===== src/rtl/uart_tx_arbiter.sv =====
// Shares one UART transmitter among N_REQ byte requesters: arbitrate, pulse start, await done, ack.
// Define UART_ARB_FIXED_PRIO_EN for fixed lowest-index-wins priority instead of round-robin.
module uart_tx_arbiter #(
    parameter int N_REQ          = 4,
    parameter int GAP_CYCLES     = 2,
    parameter int TIMEOUT_CYCLES = 120000
) (
    input  logic                 clk,
    input  logic                 reset,
    input  logic [N_REQ-1:0]     i_req,
    input  logic [8*N_REQ-1:0]   i_data,
    output logic [N_REQ-1:0]     o_ack,
    output logic [N_REQ-1:0]     o_err,
    output logic [N_REQ-1:0]     o_grant,
    output logic                 o_busy,
    output logic                 o_start,
    output logic [7:0]           o_tx_data,
    input  logic                 i_tx_done
);

    localparam int IDX_W = (N_REQ > 1) ? $clog2(N_REQ) : 1;
    localparam int WD_W  = $clog2(TIMEOUT_CYCLES + 1);
    localparam logic [WD_W-1:0] WD_LAST = WD_W'(TIMEOUT_CYCLES - 1);
    localparam int GAP_W = (GAP_CYCLES > 1) ? $clog2(GAP_CYCLES) : 1;
    localparam logic [GAP_W-1:0] GAP_LAST = GAP_W'((GAP_CYCLES > 0) ? GAP_CYCLES - 1 : 0);

    typedef enum logic [1:0] {IDLE, START, WAIT, GAP} state_t;

    state_t             state_reg, state_next;
    logic [N_REQ-1:0]   grant_reg, grant_next;
    logic [N_REQ-1:0]   ack_reg, ack_next;
    logic [N_REQ-1:0]   err_reg, err_next;
    logic               start_reg, start_next;
    logic               busy_reg, busy_next;
    logic [7:0]         data_reg, data_next;
    logic [IDX_W-1:0]   win_reg, win_next;
    logic [WD_W-1:0]    wd_reg, wd_next;
    logic [GAP_W-1:0]   gap_reg, gap_next;

    logic [7:0]         data_arr [N_REQ];
    logic [IDX_W-1:0]   pick_idx;
    logic [N_REQ-1:0]   pick_oh;
    logic [N_REQ-1:0]   win_oh;

    genvar gi;
    generate
        for (gi = 0; gi < N_REQ; gi++) begin : g_slice
            assign data_arr[gi] = i_data[8*gi +: 8];
        end
    endgenerate

`ifdef UART_ARB_FIXED_PRIO_EN
    always_comb begin
        pick_idx = '0;
        for (int i = N_REQ - 1; i >= 0; i--) begin
            if (i_req[i]) pick_idx = IDX_W'(i);
        end
    end
`else
    logic [IDX_W-1:0]   last_reg, last_next;
    logic [IDX_W-1:0]   cand;
    logic               rr_found;

    // Search starts just after the previous winner and wraps, so every requester gets a turn.
    always_comb begin
        pick_idx = last_reg;
        cand     = '0;
        rr_found = 1'b0;
        for (int i = 1; i <= N_REQ; i++) begin
            cand = IDX_W'((int'(last_reg) + i) % N_REQ);
            if (!rr_found && i_req[cand]) begin
                pick_idx = cand;
                rr_found = 1'b1;
            end
        end
    end
`endif

    assign pick_oh = N_REQ'(1) << pick_idx;
    assign win_oh  = N_REQ'(1) << win_reg;

    always_comb begin
        state_next = state_reg;
        grant_next = grant_reg;
        ack_next   = '0;
        err_next   = '0;
        start_next = 1'b0;
        busy_next  = busy_reg;
        data_next  = data_reg;
        win_next   = win_reg;
        wd_next    = wd_reg;
        gap_next   = gap_reg;
`ifndef UART_ARB_FIXED_PRIO_EN
        last_next  = last_reg;
`endif
        case (state_reg)
            IDLE: begin
                if (|i_req) begin
                    win_next   = pick_idx;
                    grant_next = pick_oh;
                    data_next  = data_arr[pick_idx];
                    busy_next  = 1'b1;
                    start_next = 1'b1;
                    state_next = START;
                end
            end
            START: begin
                wd_next    = '0;
                state_next = WAIT;
            end
            WAIT: begin
                wd_next = wd_reg + 1'b1;
                // A done arriving on the timeout edge still counts as success.
                if (i_tx_done || wd_reg == WD_LAST) begin
                    if (i_tx_done) ack_next = win_oh;
                    else           err_next = win_oh;
`ifndef UART_ARB_FIXED_PRIO_EN
                    last_next  = win_reg;
`endif
                    grant_next = '0;
                    gap_next   = '0;
                    if (GAP_CYCLES == 0) begin
                        state_next = IDLE;
                        busy_next  = 1'b0;
                    end else begin
                        state_next = GAP;
                    end
                end
            end
            GAP: begin
                gap_next = gap_reg + 1'b1;
                if (gap_reg == GAP_LAST) begin
                    state_next = IDLE;
                    busy_next  = 1'b0;
                end
            end
            default: state_next = IDLE;
        endcase
    end

    always_ff @(posedge clk or negedge reset) begin
        if (!reset) begin
            state_reg <= IDLE;
            grant_reg <= '0;
            ack_reg   <= '0;
            err_reg   <= '0;
            start_reg <= 1'b0;
            busy_reg  <= 1'b0;
            data_reg  <= '0;
            win_reg   <= '0;
            wd_reg    <= '0;
            gap_reg   <= '0;
`ifndef UART_ARB_FIXED_PRIO_EN
            last_reg  <= IDX_W'(N_REQ - 1);
`endif
        end else begin
            state_reg <= state_next;
            grant_reg <= grant_next;
            ack_reg   <= ack_next;
            err_reg   <= err_next;
            start_reg <= start_next;
            busy_reg  <= busy_next;
            data_reg  <= data_next;
            win_reg   <= win_next;
            wd_reg    <= wd_next;
            gap_reg   <= gap_next;
`ifndef UART_ARB_FIXED_PRIO_EN
            last_reg  <= last_next;
`endif
        end
    end

    assign o_ack     = ack_reg;
    assign o_err     = err_reg;
    assign o_grant   = grant_reg;
    assign o_busy    = busy_reg;
    assign o_start   = start_reg;
    assign o_tx_data = data_reg;

endmodule


===== config.mk =====
export PLATFORM = sky130hd
export DESIGN_NAME = uart_tx_arbiter
export DESIGN_NICKNAME = d
export VERILOG_FILES = /design/src/rtl/uart_tx_arbiter.sv
export SDC_FILE = /design/constraint.sdc
export NUM_CORES = 1
export LEC_CHECK = 0
export ABC_AREA = 1
export CAP_MARGIN = 40
export CORE_MARGIN = 2
export CORE_UTILIZATION = 46
export CTS_CLUSTER_SIZE = 14
export DETAILED_ROUTE_END_ITERATION = 8
export PLACE_DENSITY = 0.77
export SLEW_MARGIN = 40
export SYNTH_ARGS = -nofsm -noshare
export SYNTH_HDL_FRONTEND = slang
export SYNTH_SLANG_ARGS = --single-unit

===== constraint.sdc =====
create_clock -name clk -period 1.7 [get_ports clk]
set_input_delay 0.51 -clock clk [delete_from_list [all_inputs] [get_ports clk]]
set_output_delay 0.51 -clock clk [all_outputs]
set_load 0.05 [all_outputs]

# Word level (Yosys, flattened, before mapping)
# Index checks and enable logic that the tools add are counted.
# classes
n_addsub,6
magnitude_cmp,5
eq_ne,7
shift,2
n_mux,39
bitwise,1
reduce_logical,19
# op_table
op,count
17-bit one-hot mux with 2 select lines,1
4-bit two-way mux,8
"17-bit by 1-bit adder with 17-bit output, second input constant",1
"17-bit == test, second input constant",1
8-bit binary-select mux with 2-bit select,1
8-bit two-way mux,2
2-bit two-way mux,7
"2-bit by 3-bit less-than comparator with 1-bit output, second input constant",4
1-bit two-way mux,12
3-bit AND reduction,3
1-bit binary-select mux with 2-bit select,4
2-bit one-hot mux with 4 select lines,1
4-bit one-hot mux with 2 select lines,1
2-bit nonzero test,4
"1-bit by 2-bit left shift with 4-bit output, first input constant",2
"2-bit != test, second input constant",3
2-bit AND reduction,3
"2-bit by 1-bit adder with 2-bit output, second input constant",2
"2-bit adder, second input constant",2
"2-bit == test, second input constant",2
1-bit one-hot mux with 2 select lines,2
4-bit OR reduction,1
"3-bit greater-or-equal comparator, second input constant",1
1-bit logical AND,3
6 further kinds,8
# word_totals
register_bits,46
in_bits,39
output_inout_bits,22
wordCells,90

# Logic depth before layout (Yosys ltp)
# Gate-level depths: netlist of the first run.
# depth
word_depth,17
depth_mapped,14
depth_no_buf,13

# Worst setup path after synthesis of the first run
# Ideal clock, no wire load.
# synth_timing
path_type,register to register
startpoint,register state_reg[1]
endpoint,register wd_reg[13]
setup_ns,0.119
arrival_ns,1.714
required_time_ns,1.581
path_slack_ns,-0.133
stages_incl_launch_ff,14
n_path_buf,0
synth_period_minus_slack_ns,1.833
path_cell_list,dfrtp_1 inv_1 ha_1 nand2_1 nor2_1 nand2_1 nor2_1 nand2_1 nor3_2 nand2_1 nor2_1 nand3_1 nand2_1 nor2_1
# synth_via
elab_chain_len,2
word_cells_on_any_way,4
cone_classes,eq/ne: 2; mux: 1; reduce/logical: 1
# synth_rtl
element,line,rtl
"start, declared",29,"state_t state_reg, state_next;"
"start signal, assigned",157,state_reg <= state_next;
2-bit == test / 2-bit by 1-bit == test with 1-bit output (equally long branches),96,case (state_reg)
17-bit one-hot mux with 2 select lines / 2-bit nonzero test (equally long branches),-,
"end signal, assigned",165,wd_reg <= wd_next;
"end, declared",37,"logic [WD_W-1:0] wd_reg, wd_next;"
# Parallel ways exist; a longest one is shown, timed or not.
# A chain may end at the register's enable or synchronous reset.

# Worst setup path after layout of the first run
# layout_timing
startpoint,register last_reg[0]
endpoint,register data_reg[2] (netlist: o_tx_data[2])
# layout_via
elab_chain_len,17
word_cells_on_any_way,29
cone_classes,add/sub: 4; mux: 18; bitwise: 1; reduce/logical: 6
# layout_rtl
element,line,rtl
"start, declared",60,"logic [IDX_W-1:0] last_reg, last_next;"
"start signal, assigned",154,last_reg <= IDX_W'(N_REQ - 1);
"start signal, assigned",168,last_reg <= last_next;
2-bit by 1-bit adder with 2-bit output,70,cand = IDX_W'((int'(last_reg) + i) % N_REQ);
1-bit binary-select mux with 2-bit select,71,if (!rr_found && i_req[cand]) begin
1-bit two-way mux (implied by the code),71,
1-bit two-way mux,71,
1-bit zero test,71,
1-bit logical AND,71,
1-bit two-way mux,71,
1-bit zero test,71,
1-bit logical AND,71,
1-bit two-way mux,71,
1-bit zero test,71,
1-bit logical AND,71,
2-bit two-way mux (*),71,
2-bit NOT with 3-bit output (implied by the code) (*),101,data_next = data_arr[pick_idx];
8-bit binary-select mux with 2-bit select (*),101,
8-bit two-way mux (implied by the code) (*) (2 in series),101,
"end signal, assigned",163,data_reg <= data_next;
"end, declared",35,"logic [7:0] data_reg, data_next;"
# Every way passes the cells marked *; elsewhere a longest branch is shown, timed or not. The select of a mux whose other input is x is not followed.

==> results.yml, run 1 <==
cts:
  cts_sinks: 46
  clk_path_buf_depth: 2
  root_buffer: "clkbuf_8"
  clk_pin_slew_ps: 80
  clk_latency_ps: 300
  tritoncts: "built"
  cts_made_buffers: 5
  htreeDepth: 2
global_route:
  first_global_vias: 2836
  grt.total_usage_pct: 25.76
  grt_pass1_wl_mm: 13.01
  antenna_found_initial: 0
  grt_overflow_total: 0
  grt_max_degree: 47
finish:
  final_common_cell: "nand2_1"
  n_antenna_cell: 0
  final_cells: 546
  fin_area_mm2: 0.004507
  drive_above_1_share_pct: 37.79
  most-common-layout-cells: "nand2_1 (81), dfrtp_1 (43), buf_4 (43)"
  fin_nets: 514
  synthToLayoutAreaGrowth_pct: 64.17
  largest_reg_flops: 17
logic_synthesis:
  synth_xor_xnor_area_share_pct: 0.9572
  synth-warning-count: 0
  synth_simple_gate_area_share_pct: 41.29
  synthMuxAreaShare_pct: 0
  synth_top_family_by_area: "simple AND/OR/NAND/NOR gates"
  syn-cell-area_mm2: 0.002745
  yosys_most_used_dff: "dfrtp_1"
  synth_cells: 358
  synthAdderAreaFrac_pct: 2.279
  syn-num-nets: 402
  avgSynthCellArea_um2: 7.668
  ys_seq_area_share_pct: 42.02
  synth_edf_count: 0
  ys_async_sr_fraction_pct: 100.0
  synthDistinctLibCells: 33
  synth_compound_area_share_pct: 6.381
  yosys_register_bits: 46
floorplan:
  die_y_um: 81.25
  die_x_um: 81.25
  ios: 61
  rows: 28
  coreArea_mm2: 0.005851
  die_area_mm2: 0.006602
  start_util_pct: 46.92
placement:
  post-place-ws_ps: -565.7
  place_inst: 516
  gp_congestion: 0.9078
  dpl.hpwl_mm: 5.270
  place_area_mm2: 0.003861
  port-buffer-count: 60
job:
  maxCapViolations: 0
sta:
  worst_pin_slew_ps: 379.8
  relSlewSlack_pct: 74.57
  slew_violations: 0
  min_period_ps: 1954
  fin_worst_skew_ps: 8.665
  fmax_mhz: 511.7
  setup_viol: 17
  hold_viol: 0
  worst_slack_ps: -254.4
  period_share_pct: 115.0
  rsz0062_at_grt: "true"
  timing.hold.ws_ps: 182.5
worst_hold_path:
  hold_path.class: "in2async"
worst_setup_path:
  crit_path_max_incr_delay_ps: 580
  path_class: "reg2reg"
  cp_num_buf_inv: 2
  crit_path_end_kind: "register"
  cp_data_required_time_ps: 1890
  critPathLaunchType: "register"
  crit_arrival_ps: 2140
  slowest_stage: "dfstp_2"
  worstPathCellList: "buf_6 > nand2_4 > nand2_4 > nand2_2 > nand2_4 > nand2_8 > nor2_4 > nand2_2 > o21ai_4 > buf_6 > nand3_2 > nand3_2 > nand2_1"
  crit_path_frequent_cell: "nand2_4"
  cp_max_fo: 7
  crit_family: "simple AND/OR/NAND/NOR gates"
outcome:
  violations: "setup timing"
  run_status: "complete, but fails checks"
route:
  wirelength_mm: 8.857
  wl_per_cell_um: 16.22
  drt_iter0_markers: 247
  vias: 3025
  viasPerCell: 5.540
  ant_nets: 0
  drt_pass1_iterations: 5
  drt_drc_violations_left: 0
power_and_ir_drop:
  leakagePower_nw: 2.061
  max-vdd-ir-drop_mv: 1.399
  powerDensity_mw_per_mm2: 2039
-- layout make-up --
class / count / area [um2]
inverter: 32 / 125.1
sequential: 46 / 1155
timing repair buffer: 112 / 1256
clock buffer: 8 / 80.08
tap: 75 / 93.84
fill: 341 / 1344
multi-input combinational: 273 / 1797
-- per-layer routing --
metal	global-route usage [%]	wire length, um
met5	0	0
met4	8.475	248
met3	4.222	445
met2	44.88	4653
met1	32.49	3510
-- cell families (layout without fill, tap and decap cells) --
group / Yosys count / after routing
AO/OA/AOI/OAI: 33 / 33
XOR/XNOR: 3 / 3
adder cells (fa/ha/maj): 5 / 5
buffers and inverters: 41 / 152
flip-flops: 46 / 46
AND/OR/NAND/NOR: 230 / 232
-- synthesized netlist by cell type (2+ instances only) --
cell type | number | area (um2)
nor2_1 | 20 | 75.07
nand3_1 | 66 | 330.3
ha_1 | 5 | 62.56
nor3_1 | 14 | 70.07
buf_6 | 2 | 22.52
nand2_2 | 12 | 75.07
buf_4 | 2 | 15.01
nor2_4 | 2 | 22.52
a31oi_1 | 2 | 12.51
nor4_1 | 3 | 18.77
dfrtp_1 | 44 | 1101
nand4_1 | 6 | 37.54
xor2_1 | 3 | 26.28
inv_2 | 3 | 11.26
o31ai_1 | 2 | 15.01
nand2_1 | 93 | 349.1
o21ai_0 | 17 | 85.08
nand2_4 | 8 | 90.09
a21oi_1 | 10 | 50.05
inv_1 | 29 | 108.9
dfstp_2 | 2 | 52.55
clkbuf_1 | 2 | 7.510
-- report_power, final --
part	internal [mW]	switching, mW
clock network	0.293	0.345
logic	2.89	3.92
registers	1.40	0.352
total	4.58	4.61
-- worst paths after layout --
kind	from	to	slack, ps	cells past startpoint
setup / recovery	last_reg[0]	o_tx_data[2]	-250	13
hold / removal	reset	wd_reg[8]	180	2
setup reg to reg	last_reg[0]	o_tx_data[2]	-250	13
hold reg to reg	gap_reg	gap_reg	550	1
max in group asynchronous	reset	last_reg[0]	1250	2
min in group clk	gap_reg	gap_reg	550	1
-- metrics by stage --
| stage | total power, mW | TNS, ps | util, % |
|---|---|---|---|
| 2_1_floorplan | 4.829 | -158.4 | - |
| 3_3_place_gp | 6.541 | -8307 | 66.00 |
| 3_5_place_dp | 6.673 | -9139 | 66.00 |
| 4_1_cts | 8.282 | -2258 | 72.43 |
| 5_1_grt | 9.689 | -5287 | 77.03 |
| 6_report | 9.190 | -3289 | 77.03 |
-- what timing repair did --
action,4_1_cts,5_1_grt
pin swaps,18,18
cloned,3,0
resized for setup,46,52
buffers inserted,12,8
setup endpoints to repair,21,33
hold buffers,0,0
Power figures use the tool's default switching activity.
==> run 2, diff against run 1 <==
--- a/config.mk
+++ b/config.mk
@@ -12,6 +12,7 @@
 export CTS_CLUSTER_SIZE = 14
 export DETAILED_ROUTE_END_ITERATION = 8
 export PLACE_DENSITY = 0.77
+export RECOVER_POWER = 50
 export SLEW_MARGIN = 40
 export SYNTH_ARGS = -nofsm -noshare
 export SYNTH_HDL_FRONTEND = slang
==> run 2 against run 1 <==
  * The flow still finishes with violations (setup timing)
  * Setup slack improved by 2.8 ps
  * Critical endpoint unchanged
  * Register-to-register slack is essentially flat
  * Final area is 0.67% lower
  * Die area did not move
  * Utilization is 0.51 points lower
  * Sequential cell count did not move
  * Sequential power about the same
  * Combinational power is essentially flat
  * Wire length hardly changed
  * Clock power about the same
==> results.yml, run 2 (synthesis gave the netlist of run 1 again) <==
route:
  ant_nets: 0
  vias: 3037
  wl_per_cell_um: 16.21
  wl_met3_um: 454
  dr_wl_met2_mm: 4.630
  viasPerCell: 5.562
  top_layer: "met4"
  drt_drc_violations_left: 0
  wirelength_mm: 8.852
  drt_pass1_iterations: 5
  drt_iter0_markers: 247
  met1Wirelength_mm: 3.514
floorplan:
  start_util_pct: 46.92
  ios: 61
  die_y_um: 81.25
  die_area_mm2: 0.006602
  rows: 28
  die_x_um: 81.25
  coreArea_mm2: 0.005851
worst_setup_path:
  critPathLaunchType: "register"
  crit_path_end_kind: "register"
  crit_arrival_ps: 2140
  cp_max_fo: 7
  cp_data_required_time_ps: 1890
  path_class: "reg2reg"
  r2r_slack_ps: -250
power_and_ir_drop:
  max-vdd-ir-drop_mv: 1.395
  powerDensity_mw_per_mm2: 2050
  leakagePower_nw: 2.053
  total_power_mw: 9.175
job:
  maxCapViolations: 0
finish:
  synthToLayoutAreaGrowth_pct: 63.08
  final_common_cell: "nand2_1"
  seq_area_mm2: 0.001155
  largest_reg_flops: 17
  fin_nets: 514
  most-common-layout-cells: "nand2_1 (81), dfrtp_1 (43), buf_4 (43)"
  nFillCells: 345
  n_antenna_cell: 0
  multi_input_area_mm2: 0.001797
  drive_above_1_share_pct: 37.79
global_route:
  grt_pass1_wl_mm: 13.01
  grt.total_usage_pct: 25.76
  antenna_found_initial: 0
  grt_max_degree: 47
  first_global_vias: 2836
  grt_overflow_total: 0
sta:
  worst_slack_ps: -251.7
  fmax_mhz: 512.4
  hold_viol: 0
  worst_pin_slew_ps: 1120
  relSlewSlack_pct: 25.32
  fin_worst_skew_ps: 8.665
  slew_violations: 0
  rsz0062_at_grt: "true"
  period_share_pct: 114.8
  min_period_ps: 1952
  finalSetupTns_ps: -3249
  setup_viol: 17
placement:
  dpl.hpwl_mm: 5.270
  port-buffer-count: 60
  post-place-ws_ps: -565.7
  gp_congestion: 0.9078
cts:
  cts_made_buffers: 5
  cts_sinks: 46
  htreeDepth: 2
  tritoncts: "built"
  clk_pin_slew_ps: 80
  root_buffer: "clkbuf_8"
  clk_path_buf_depth: 2
  cts.hold.buffers_added: 0
  clk_latency_ps: 300
outcome:
  violations: "setup timing"
  run_status: "complete, but fails checks"
worst_hold_path:
  hold_path.class: "in2async"
## run 2: worst max-delay path: stages, from the launching register on
cell     delay [ps]
dfstp_2         580
buf_6           140
nand2_4          50
nand2_4          90
nand2_2          70
nand2_4         110
nand2_8          80
nor2_4          180
nand2_2          90
o21ai_4          90
buf_6           170
nand3_2          70
nand3_2          60
nand2_1          60
## run 2: path summary, 6_finish.rpt
check,to,cells after the start,startpoint
min in group clk,last_reg[0],2,last_reg[0]
hold / removal,wd_reg[8],2,reset
setup reg to reg,o_tx_data[2],13,last_reg[0]
max in group asynchronous,wd_reg[0],2,reset
hold reg to reg,last_reg[0],2,last_reg[0]
setup / recovery,o_tx_data[2],13,last_reg[0]
## run 2: metrics by stage
stage	instance area [um2]	cells	hold slack, ps	util, %
after CTS	4238	539	184.9	72.43
after floorplan	2773	358	214.4	-
final	4477	546	507.5	76.52
after global placement	3861	516	479.3	66.00
after detailed placement	3861	516	509.8	66.00
after global routing	4477	546	574.2	76.52
## run 2: area by class of cell
cell class	count	area share (%)
timing repair buffer	112	27.39
inverter	32	2.795
tap	75	2.096
multi-input combinational	273	40.13
clock buffer	8	1.789
sequential	46	25.80
## run 2: power breakdown
group / total [mW] / internal (mW) / switching [mW]
clock: 0.638 / 0.293 / 0.345
combinational: 6.79 / 2.88 / 3.91
sequential: 1.75 / 1.40 / 0.350
## run 2: routing by layer
layer / up-vias / GRT usage, %
met2: 129 / 44.88
met1: 1461 / 32.49
li1: 1420 / -
met3: 27 / 4.222
met4: 0 / 8.475
met5: - / 0
## run 2: what timing repair did
action	4_1_cts	5_1_grt
gates cloned	3	0
setup buffers	12	8
pin swaps	18	18
endpoints found under the setup margin	21	33
resized for setup	46	52
==> run 3, diff against run 2 <==
--- a/config.mk
+++ b/config.mk
@@ -7,7 +7,6 @@
 export LEC_CHECK = 0
 export ABC_AREA = 1
 export CAP_MARGIN = 40
-export CORE_MARGIN = 2
 export CORE_UTILIZATION = 46
 export CTS_CLUSTER_SIZE = 14
 export DETAILED_ROUTE_END_ITERATION = 8
==> run 3 against run 2 <==
  * The flow still finishes with violations (setup timing)
  * Total power fell by 2.2%
  * Worst hold slack got worse by 280 ps
  * Combinational power fell by 5.3%
  * Largest cell class unchanged
  * Largest power group unchanged
  * Highest routed layer unchanged
==> results.yml, run 3 (synthesis gave the netlist of run 1 again) <==
cts:
  clk_path_buf_depth: 2
  cts.hold.buffers_added: 0
  clk_latency_ps: 300
  cts_sinks: 46
  clk_pin_slew_ps: 90
  htreeDepth: 2
  cts_made_buffers: 5
  root_buffer: "clkbuf_8"
  tritoncts: "built"
sta:
  period_share_pct: 119.4
  finalSetupTns_ps: -3082
  relSlewSlack_pct: 46.95
  hold_viol: 0
  fmax_mhz: 492.6
  worst_pin_slew_ps: 795.7
  slew_violations: 0
  setup_viol: 17
  fin_worst_skew_ps: 10.50
  rsz0062_at_grt: "true"
  worst_slack_ps: -330.0
  timing.hold.ws_ps: 228.6
  min_period_ps: 2030
worst_setup_path:
  crit_arrival_ps: 2210
  path_class: "reg2reg"
  r2r_slack_ps: -330
  crit_path_end_kind: "register"
  cp_data_required_time_ps: 1880
  crit_path_start: "last_reg[0]"
  cp_max_fo: 6
  critPathLaunchType: "register"
  regToRegStartpoint: "last_reg[0]"
global_route:
  grt.total_usage_pct: 27.07
  grt-busiest-layer: "met2"
  first_global_vias: 2854
  antenna_found_initial: 0
  use_met2_pct: 44.40
  grt_pass1_wl_mm: 13.17
  use_met3_pct: 4.253
  grt_overflow_total: 0
  grt_max_degree: 34
  use_met1_pct: 35.76
power_and_ir_drop:
  p_sw_share_pct: 48.37
  max-vdd-ir-drop_mv: 1.348
  total_power_mw: 8.972
  seqPwrFrac_pct: 19.5
  powerDensity_mw_per_mm2: 2031
  leakagePower_nw: 2.060
  intPower_mw: 4.632
  p_sw_mw: 4.340
  p_clk_share_pct: 8.9
  share_comb_of_total_power_pct: 71.6
floorplan:
  die_y_um: 79.25
  rows: 27
  start_util_pct: 48.66
  ios: 61
  die_area_mm2: 0.006281
  die_x_um: 79.25
  coreArea_mm2: 0.005642
route:
  viasPerCell: 5.622
  drt_pass1_iterations: 5
  drt_drc_violations_left: 0
  drt_iter0_markers: 248
  wirelength_mm: 8.413
  wl_per_cell_um: 15.52
  ant_nets: 0
  vias: 3047
outcome:
  run_status: "complete, but fails checks"
  violations: "setup timing"
finish:
  final_common_cell: "nand2_1"
  most-common-layout-cells: "nand2_1 (79), nand3_1 (53), buf_4 (44)"
  synthToLayoutAreaGrowth_pct: 60.94
  drive_above_1_share_pct: 34.89
  n_antenna_cell: 0
  fin_nets: 513
  largest_reg_flops: 17
job:
  maxCapViolations: 0
worst_hold_path:
  hold_path.class: "in2async"
placement:
  gp_congestion: 0.8999
  dpl.hpwl_mm: 5.273
  port-buffer-count: 60
-- run 3: cell types whose count changed in the layout (fill, tap and decap cells not counted), sizes merged --
cell	before	now
nand3	68	67
clkbuf	10	9
bufinv	0	1
-- run 3: through the flow --
| step | utilization, % | area [um2] | setup slack (ps) | instances |
|---|---|---|---|---|
| global route | 78.31 | 4418 | -423.3 | 542 |
| detailed placement | 69.44 | 3918 | -602.1 | 516 |
| finish | 78.31 | 4418 | -330.0 | 542 |
| global placement | 69.44 | 3918 | -553.4 | 516 |
| floorplan | - | 2773 | -84.30 | 358 |
| CTS | 74.61 | 4209 | -216.4 | 536 |
-- run 3: final cells by class --
type                    count  area [um2]
multi-input cells         272        1689
repair buffers            112        1250
fillers                   327        1224
flip-flops and latches     46        1155
inverters                  32       127.6
well taps                  72       90.09
clock buffers               7       76.32
clock inverters             1       30.03
-- run 3: worst max-delay path, stage by stage (launching register included) --
cell     delay [ps]
dfstp_2         620
buf_12          140
nand2_1          80
nand3_2         100
nand2_2          90
nand2_4         110
nor2_4           60
buf_4           140
o21ai_4         170
buf_6           160
nand3_2          70
nand3_2          90
nand2_1          90
-- run 3: routing by layer --
| metal | part of all wire (%) | routed length, um |
|---|---|---|
| met1 | 41 | 3424 |
| met2 | 50 | 4173 |
| met3 | 6.5 | 551 |
| met4 | 3.1 | 263 |
| met5 | 0 | 0 |
-- run 3: power groups by stage --
stage	sequential, mW	combinational (mW)	clock [mW]
after floorplan	2.17	2.66	0
after global placement	1.72	5.09	0
after detailed placement	1.71	5.23	0
after CTS	1.71	5.82	0.802
after global routing	1.77	6.83	0.849
final	1.75	6.43	0.800
-- run 3: final timing paths --
path	end	cells past startpoint
worst max-delay path	o_tx_data[1]	12
worst min-delay path	wd_reg[10]	1
worst max register to register	o_tx_data[1]	12
worst min register to register	wd_reg[3]	1
min in group clk	wd_reg[3]	1
max in group asynchronous	o_busy	2
-- run 3: timing repair --
| item | CTS | global route |
|---|---|---|
| gates resized for setup | 31 | 50 |
| setup buffers | 10 | 9 |
| gates cloned | 2 | 0 |
| endpoints found under the setup margin | 25 | 33 |
| pin swaps | 14 | 25 |
